$ cat src/rtl/p7_mem_arbiter_pkg.sv
// Shared types and defaults for the p7 memory arbiter: response-source encoding
// and default bus widths.
package p7_mem_arbiter_pkg;

  localparam int ADDR_W_DEF = 8;
  localparam int DATA_W_DEF = 16;

  typedef enum logic [1:0] {
    SRC_NONE = 2'd0,
    SRC_F    = 2'd1,
    SRC_D    = 2'd2,
    SRC_L    = 2'd3
  } src_t;

endpackage

$ cat src/rtl/p7_starve_counter.sv
// Saturating count of consecutive denied fetch cycles; raises force_f at the limit
// so the arbiter hands the next grant to fetch.
module p7_starve_counter #(
  parameter int LIMIT = 4
) (
  input  logic clk,
  input  logic reset,
  input  logic f_req,
  input  logic f_gnt,
  input  logic l_lock,
  output logic force_f
);

  logic [3:0] cnt;

  always_ff @(posedge clk or posedge reset) begin
    if (reset)
      cnt <= '0;
    else if (!f_req || f_gnt)
      cnt <= '0;
    else if (!l_lock && (cnt != 4'(LIMIT)))
      cnt <= cnt + 4'd1;
  end

  assign force_f = (cnt == 4'(LIMIT));

endmodule

$ cat src/rtl/p7_mem_arbiter.sv
// Single-port RAM arbiter for fetch, data and loader requesters.
// Define MEM_ARB_STARVE_GUARD_EN to add the fetch starvation guard.
//
// state    | meaning
// ---------+---------------------------------------------
// SRC_NONE | idle, no read response due
// SRC_F    | fetch read data on rdata this cycle
// SRC_D    | data read data on rdata this cycle
// SRC_L    | loader read data on rdata this cycle
module p7_mem_arbiter
  import p7_mem_arbiter_pkg::*;
#(
  parameter int ADDR_W       = ADDR_W_DEF,
  parameter int DATA_W       = DATA_W_DEF,
  parameter int STARVE_LIMIT = 4
) (
  input  logic              clk,
  input  logic              reset,
  input  logic              f_req,
  input  logic [ADDR_W-1:0] f_addr,
  output logic              f_gnt,
  output logic              f_rvalid,
  input  logic              d_req,
  input  logic              d_we,
  input  logic [ADDR_W-1:0] d_addr,
  input  logic [DATA_W-1:0] d_wdata,
  output logic              d_gnt,
  output logic              d_rvalid,
  input  logic              l_req,
  input  logic              l_lock,
  input  logic              l_we,
  input  logic [ADDR_W-1:0] l_addr,
  input  logic [DATA_W-1:0] l_wdata,
  output logic              l_gnt,
  output logic              l_rvalid,
  output logic [ADDR_W-1:0] mem_addr,
  output logic              mem_we,
  output logic [DATA_W-1:0] mem_wdata,
  input  logic [DATA_W-1:0] mem_rdata,
  output logic [DATA_W-1:0] rdata,
  output logic              busy
);

  if (STARVE_LIMIT < 1 || STARVE_LIMIT > 15) begin : g_limit_check
    $error("p7_mem_arbiter: STARVE_LIMIT must be 1..15");
  end

  src_t              resp_q, resp_d;
  src_t              sel;
  logic              force_f;
  logic [ADDR_W-1:0] addr_q;

`ifdef MEM_ARB_STARVE_GUARD_EN
  p7_starve_counter #(.LIMIT(STARVE_LIMIT)) u_starve (
    .clk     (clk),
    .reset   (reset),
    .f_req   (f_req),
    .f_gnt   (f_gnt),
    .l_lock  (l_lock),
    .force_f (force_f)
  );
`else
  assign force_f = 1'b0;
`endif

  always_ff @(posedge clk or posedge reset) begin
    if (reset) begin
      resp_q <= SRC_NONE;
      addr_q <= '0;
    end else begin
      resp_q <= resp_d;
      if (sel != SRC_NONE)
        addr_q <= mem_addr;
    end
  end

  always_comb begin
    sel       = SRC_NONE;
    resp_d    = SRC_NONE;
    f_gnt     = 1'b0;
    d_gnt     = 1'b0;
    l_gnt     = 1'b0;
    mem_addr  = addr_q;
    mem_we    = 1'b0;
    mem_wdata = '0;

    // l_lock shuts out F and D entirely, including a pending forced fetch
    if (!reset) begin
      if (force_f && f_req && !l_lock)
        sel = SRC_F;
      else if (l_req)
        sel = SRC_L;
      else if (d_req && !l_lock)
        sel = SRC_D;
      else if (f_req && !l_lock)
        sel = SRC_F;
    end

    case (sel)
      SRC_F: begin
        f_gnt    = 1'b1;
        mem_addr = f_addr;
        resp_d   = SRC_F;
      end
      SRC_D: begin
        d_gnt     = 1'b1;
        mem_addr  = d_addr;
        mem_we    = d_we;
        mem_wdata = d_wdata;
        resp_d    = d_we ? SRC_NONE : SRC_D;
      end
      SRC_L: begin
        l_gnt     = 1'b1;
        mem_addr  = l_addr;
        mem_we    = l_we;
        mem_wdata = l_wdata;
        resp_d    = l_we ? SRC_NONE : SRC_L;
      end
      default: ;
    endcase
  end

  assign f_rvalid = (resp_q == SRC_F);
  assign d_rvalid = (resp_q == SRC_D);
  assign l_rvalid = (resp_q == SRC_L);
  assign busy     = (resp_q != SRC_NONE);
  assign rdata    = mem_rdata;

endmodule

$ cat config.mk
export PLATFORM = sky130hd
export DESIGN_NAME = p7_mem_arbiter
export DESIGN_NICKNAME = d
export VERILOG_FILES = /design/src/rtl/p7_mem_arbiter_pkg.sv /design/src/rtl/p7_starve_counter.sv /design/src/rtl/p7_mem_arbiter.sv
export SDC_FILE = /design/constraint.sdc
export NUM_CORES = 1
export LEC_CHECK = 0
export BUFFER_PORTS_ARGS = -buffer_cell sky130_fd_sc_hd__buf_2
export CAP_MARGIN = 20
export CORE_MARGIN = 2
export CORE_UTILIZATION = 29
export CTS_BUF_LIST = sky130_fd_sc_hd__clkbuf_8
export DETAILED_ROUTE_END_ITERATION = 6
export PLACE_DENSITY = 0.79
export SETUP_SLACK_MARGIN = 0.5
export SLEW_MARGIN = 20
export SYNTH_ARGS = -nofsm -noshare
export SYNTH_HDL_FRONTEND = slang
export SYNTH_SLANG_ARGS = --single-unit
$ cat constraint.sdc
create_clock -name clk -period 1.1 [get_ports clk]
set_clock_uncertainty 0.15 [all_clocks]
set_input_delay 0.11 -clock clk [delete_from_list [all_inputs] [get_ports clk]]
set_output_delay 0.11 -clock clk [all_outputs]
set_load 0.05 [all_outputs]
==> impl_metrics.ini, run 1 <==
[run_status]
status = complete, but fails checks
violations = negative hold slack, negative setup slack

[clock_network]
numCtsBuffers = 3
cts_sinks = 10
clockRootBuffer = clkbuf_8
clockBufferDepth = 2
clk_pin_slew_ns = 0.05
clock_latency_ns = 0.23
cts_tree = yes
htree_levels = 1

[place]
routabilityCongestion = 0.820
io_buffer_count = 95
place_ws_ns = -0.581
placed_cell_area_mm2 = 0.00166
hpwl_um = 2940

[drt]
first_pass_iters = 6
ant_nets = 0
vias = 1385
via_per_inst = 5.00
drt-wirelength-per-cell_um = 17.0
dr.first_iter.drc_count = 74
drc = 0
wl_um = 4720

[yosys]
synth_most_common_cell = buf_4
synth_edf_count = 0
synth-main-ff-cell = dfrtp_1
ys_seq_elements = 10
async_flop_share_pct = 100
synth_area_um2 = 957
seq_area_frac_synth_pct = 26.1
synth_nets = 194
syn_area_per_cell_um2 = 8.40
synth_area_leader_cell = dfrtp_1
ys_top_cells_by_area = dfrtp_1 26%, a22o_1 15%, buf_4 14%
synth_common_cells = 18 x buf_4, 16 x a21oi_1, 16 x a22o_1
syn_inst = 114
yosysUniqueCellTypes = 24
yosysWarnings = 0
synth.top_cell.area_share_pct = 26.1

[global_routing]
antenna_found_initial = 0
grt-ovfl-total = 0
grt_first_pass_wirelength_um = 6290
grt_usage_pct = 22.7
grt_pass1_vias = 1317
grt_max_degree = 15

[sta]
fin_hold_ws_ns = -0.133
period_share_pct = 140
tightest_slew_ns = 0.415
fmax_mhz = 650
setup_viol = 35
relSlewSlack_pct = 72.3
drv_slew = 0
worst_slack_ns = -0.439
hold_viol_final = 10
period_needed_ns = 1.54
rsz0062_at_grt = true

[power_and_ir_drop]
p_comb_share_pct = 61.0
power_density_mw_per_mm2 = 884
leakage_uw = 0.00113
p_int_uw = 1240
sw_frac_of_total_pct = 40.2
power_frac_clock_pct = 17.8
p_seq_share_pct = 21.2
power.net_switching_uw = 836
ir_worst_vdd_v = 0.000891

[final_layout]
drive_gt1_share_pct = 85.8
num_antenna_cells = 0
layout.nets = 315
fillers = 225
regArea_um2 = 253
final_area_mm2 = 0.00235
area_delta_synth_final_pct = 146
multi_input_area_um2 = 798

[min_path]
holdCritPathClass = in -> async

[critical_path]
reg2reg_slack_ns = 0.14
setup.worst_path.class = in -> out
crit_path_end_kind = output port
worstPathMaxFanout = 4
startpoint_type = input port
worst_ep_arrival_time_ns = 1.28
cp.required_ns = 0.84

[floorplanning]
io_pins = 128
chipWidth_um = 61.5
num_rows = 20
coreArea_mm2 = 0.00310
fp.dieH_um = 61.5
initial_core_util_pct = 30.8
die-area_mm2 = 0.00378

[run]
cap_violations = 0
==> timing repair <==
item,in CTS,in global routing
gates cloned,4,1
endpoints found under the setup margin,42,42
setup buffers,3,12
pin swaps,7,11
hold endpoints to repair,10,10
gates resized for setup,109,39
==> power groups by stage <==
stage	logic [uW]	clock network [uW]	registers, uW
floorplan	804	0	434
global placement	925	0	436
detailed placement	932	0	437
CTS	1160	369	437
global route	1330	395	447
finish	1270	370	440
==> critical path, stage by stage <==
cell and delay [ns]:
buf_8 0.10, nand2b_4 0.14, nor4_4 0.17, buf_4 0.19
a222oi_1 0.08, buf_4 0.16, a21oi_4 0.15, buf_6 0.17
==> sequential cells by signal (all words and copies together), names as in the netlist <==
| name | cells |
|---|---|
| addr_q | 8 |
| resp_q | 2 |
==> metrics by stage <==
| stage | total power (uW) | util (%) | TNS (ns) | cells |
|---|---|---|---|---|
| final | 2080 | 75.8 | -8.06 | 277 |
| after global routing | 2170 | 75.8 | -9.74 | 277 |
| after CTS | 1960 | 68.1 | -8.91 | 264 |
| after detailed placement | 1370 | 53.5 | -14.40 | 254 |
| after global placement | 1360 | 53.5 | -13.82 | 254 |
| after floorplan | 1240 | - | -18.22 | 114 |
==> area by class of cell <==
type	instances	area share [%]
clock buffer	3	1.76
sequential	10	10.7
inverter	2	0.319
timing repair buffer	141	50.9
tap	44	2.34
multi-input combinational	77	33.9
==> layer usage <==
metal / share of wire (%) / vias up / global-route usage [%]
met4: 0.74 / 0 / 6.69
li1: - / 649 / -
met2: 52 / 57 / 35.9
met5: 0 / - / 0
met1: 41 / 669 / 29.7
met3: 6.4 / 10 / 7.35
==> worst paths after layout <==
| path | from | to | cells past startpoint |
|---|---|---|---|
| hold / removal | reset | addr_q[4]$_DFFE_PP0P_ | 3 |
| setup reg to reg | addr_q[2]$_DFFE_PP0P_ | addr_q[2]$_DFFE_PP0P_ | 3 |
| min in group clk | f_addr[2] | addr_q[2]$_DFFE_PP0P_ | 3 |
| setup / recovery | d_req | mem_addr[5] | 8 |
| hold reg to reg | addr_q[7]$_DFFE_PP0P_ | addr_q[7]$_DFFE_PP0P_ | 2 |
| max in group asynchronous | reset | resp_q[1]$_DFF_PP0_ | 3 |
==> kinds of logic after synthesis <==
kind of cell,Yosys count,share of synthesized area [%]
AOI/OAI and AO/OA,45,34.8
buffers and inverters,27,19.0
DFF,10,26.1
muxes,1,1.05
and+or+nand+nor,31,19.1
==> cells in the final DEF (no fill, tap or decap), types with 4 or more instances in the layout <==
cell / count
nor2_2: 4
nor2b_1: 7
a222oi_1: 7
buf_4: 21
a22o_2: 13
dfrtp_1: 8
buf_2: 59
a21oi_2: 6
buf_6: 47
buf_8: 13
a21oi_4: 8
(Power assumes the default switching activity.)
==> inputs of run 2 (changes only) <==
--- a/config.mk
+++ b/config.mk
@@ -7,6 +7,7 @@
 export LEC_CHECK = 0
 export BUFFER_PORTS_ARGS = -buffer_cell sky130_fd_sc_hd__buf_2
 export CAP_MARGIN = 20
+export CORE_ASPECT_RATIO = 2
 export CORE_MARGIN = 2
 export CORE_UTILIZATION = 29
 export CTS_BUF_LIST = sky130_fd_sc_hd__clkbuf_8
==> impl_metrics.ini, run 2 (synthesis results as in run 1) <==
[run_status]
status = complete, but fails checks
violations = negative hold slack, negative setup slack

[critical_path]
cp.required_ns = 0.84
critical_path.top_delay_family = buffers and inverters
crit_path_end_kind = output port
slowest_delay_ns = 0.18
setup.worst_path.class = in -> out
worstPathMaxFanout = 8
cpMaxStageDelayCell = buf_6
startpoint_type = input port
path_cells = buf_8 > nand2b_4 > nor4_4 > buf_6 > a222oi_1 > buf_4 > a21oi_4 > buf_6
cp_num_buf_inv = 4
cp_common_cell = buf_6
reg2reg_slack_ns = 0.11
worst_ep_arrival_time_ns = 1.29

[final_layout]
layout.nets = 323
num_antenna_cells = 0
final_common_cell = buf_2
final_cell_mix = 58 x buf_2, 39 x buf_6, 24 x buf_4, 21 x buf_8, 11 x a22o_4
regArea_um2 = 253
top_regs = addr_q: 8 flops, resp_q: 2 flops
multi_input_area_um2 = 888
drive_gt1_share_pct = 87.2
largest_register_ffs = 8
area_delta_synth_final_pct = 174
regMostFlops = addr_q
fillers = 170

[sta]
tightest_slew_ns = 0.426
hold_viol_final = 10
fmax_mhz = 645
setup_viol = 40
fin_hold_ws_ns = -0.141
period_needed_ns = 1.55
drv_slew = 0
rsz0062_at_grt = true
period_share_pct = 141
relSlewSlack_pct = 71.6
worst_slack_ns = -0.451

[power_and_ir_drop]
p_comb_share_pct = 61.4
ir_worst_vdd_v = 0.00130
p_seq_share_pct = 18.8
power_frac_clock_pct = 19.8
power.net_switching_uw = 952
leakage_uw = 0.00125
p_int_uw = 1440
power_density_mw_per_mm2 = 911
fin_total_pwr_uw = 2390
sw_frac_of_total_pct = 39.8

[clock_network]
cts_sinks = 10
clk_pin_slew_ns = 0.05
clock_latency_ns = 0.24
clockBufferDepth = 2
clockRootBuffer = clkbuf_8
numCtsBuffers = 3
cts_tree = yes
htree_levels = 1

[floorplanning]
initial_core_util_pct = 30.3
num_rows = 29
coreArea_mm2 = 0.00316
chipWidth_um = 44.6
io_pins = 128
die-area_mm2 = 0.00380
fp.dieH_um = 85.2

[drt]
dr.first_iter.drc_count = 51
ant_nets = 0
drt-wirelength-per-cell_um = 22.2
via_per_inst = 5.62
drc = 0
first_pass_iters = 4
wl_um = 6070
vias = 1535

[place]
routabilityCongestion = 0.680
io_buffer_count = 95
hpwl_um = 2940

[global_routing]
grt_first_pass_wirelength_um = 7270
grt_pass1_vias = 1578
antenna_found_initial = 0
grt_max_degree = 13
grt_usage_pct = 26.3
grt-ovfl-total = 0

[run]
cap_violations = 0

[min_path]
holdCritPathClass = in -> async
[run 2: per-stage QoR]
stage	setup WS (ns)	setup TNS [ns]	instance area, um2	cells	util (%)
global route	-0.485	-12.56	2620	273	83.1
finish	-0.451	-11.66	2620	273	83.1
global placement	-0.511	-13.95	1640	237	52.0
detailed placement	-0.530	-14.67	1640	237	52.0
CTS	-0.392	-8.96	2350	262	74.6
floorplan	-0.908	-18.22	1140	114	-
[run 2: timing repair]
action                                  4_1_cts  5_1_grt
endpoints found under the setup margin       42       42
pin swaps                                    16       18
gates resized for setup                     126       40
cloned                                        3        1
setup buffers                                18       10
endpoints found under the hold margin        10       10
[run 2: layout make-up]
type                    instances  share of cell area [%]
clock buffers                   4                    2.10
inverters                       2                   0.286
multi-input cells              77                    33.9
flip-flops and latches         10                    9.64
well taps                      31                    1.48
repair buffers                149                    52.6
[run 2: worst paths after layout]
| path | start | to | cells past startpoint |
|---|---|---|---|
| min reg2reg | addr_q[5]$_DFFE_PP0P_ | addr_q[5]$_DFFE_PP0P_ | 2 |
| max | d_req | mem_addr[7] | 8 |
| max in group asynchronous | reset | resp_q[1]$_DFF_PP0_ | 3 |
| min in group clk | mem_rdata[15] | rdata[15] | 0 |
| max reg2reg | addr_q[7]$_DFFE_PP0P_ | addr_q[7]$_DFFE_PP0P_ | 3 |
| min | reset | addr_q[1]$_DFFE_PP0P_ | 3 |
[run 2: worst register-to-register path, delay by kind of cell, from the launching register on]
kind,cells,cell delay (ns)
AO/OA/AOI/OAI,1,0.02
buffers and inverters,1,0.14
flip-flops,1,0.38
AND/OR/NAND/NOR,1,0.19
[run 2: power groups by stage]
stage                     clock, uW  combinational [uW]  sequential [uW]
after floorplan                   0                 804              434
after global placement            0                 947              437
after detailed placement          0                 960              438
after CTS                       468                1300              443
after global routing            503                1520              451
final                           473                1470              448
[run 2: layer usage]
| layer | share of wire (%) | track usage, % | vias up | wire (um) |
|---|---|---|---|---|
| met2 | 56 | 53.4 | 118 | 3370 |
| met4 | 4.2 | 13.2 | 0 | 256 |
| met1 | 31 | 21.1 | 722 | 1860 |
| li1 | - | - | 664 | - |
| met3 | 9.5 | 4.47 | 31 | 579 |
| met5 | 0 | 0 | - | 0 |
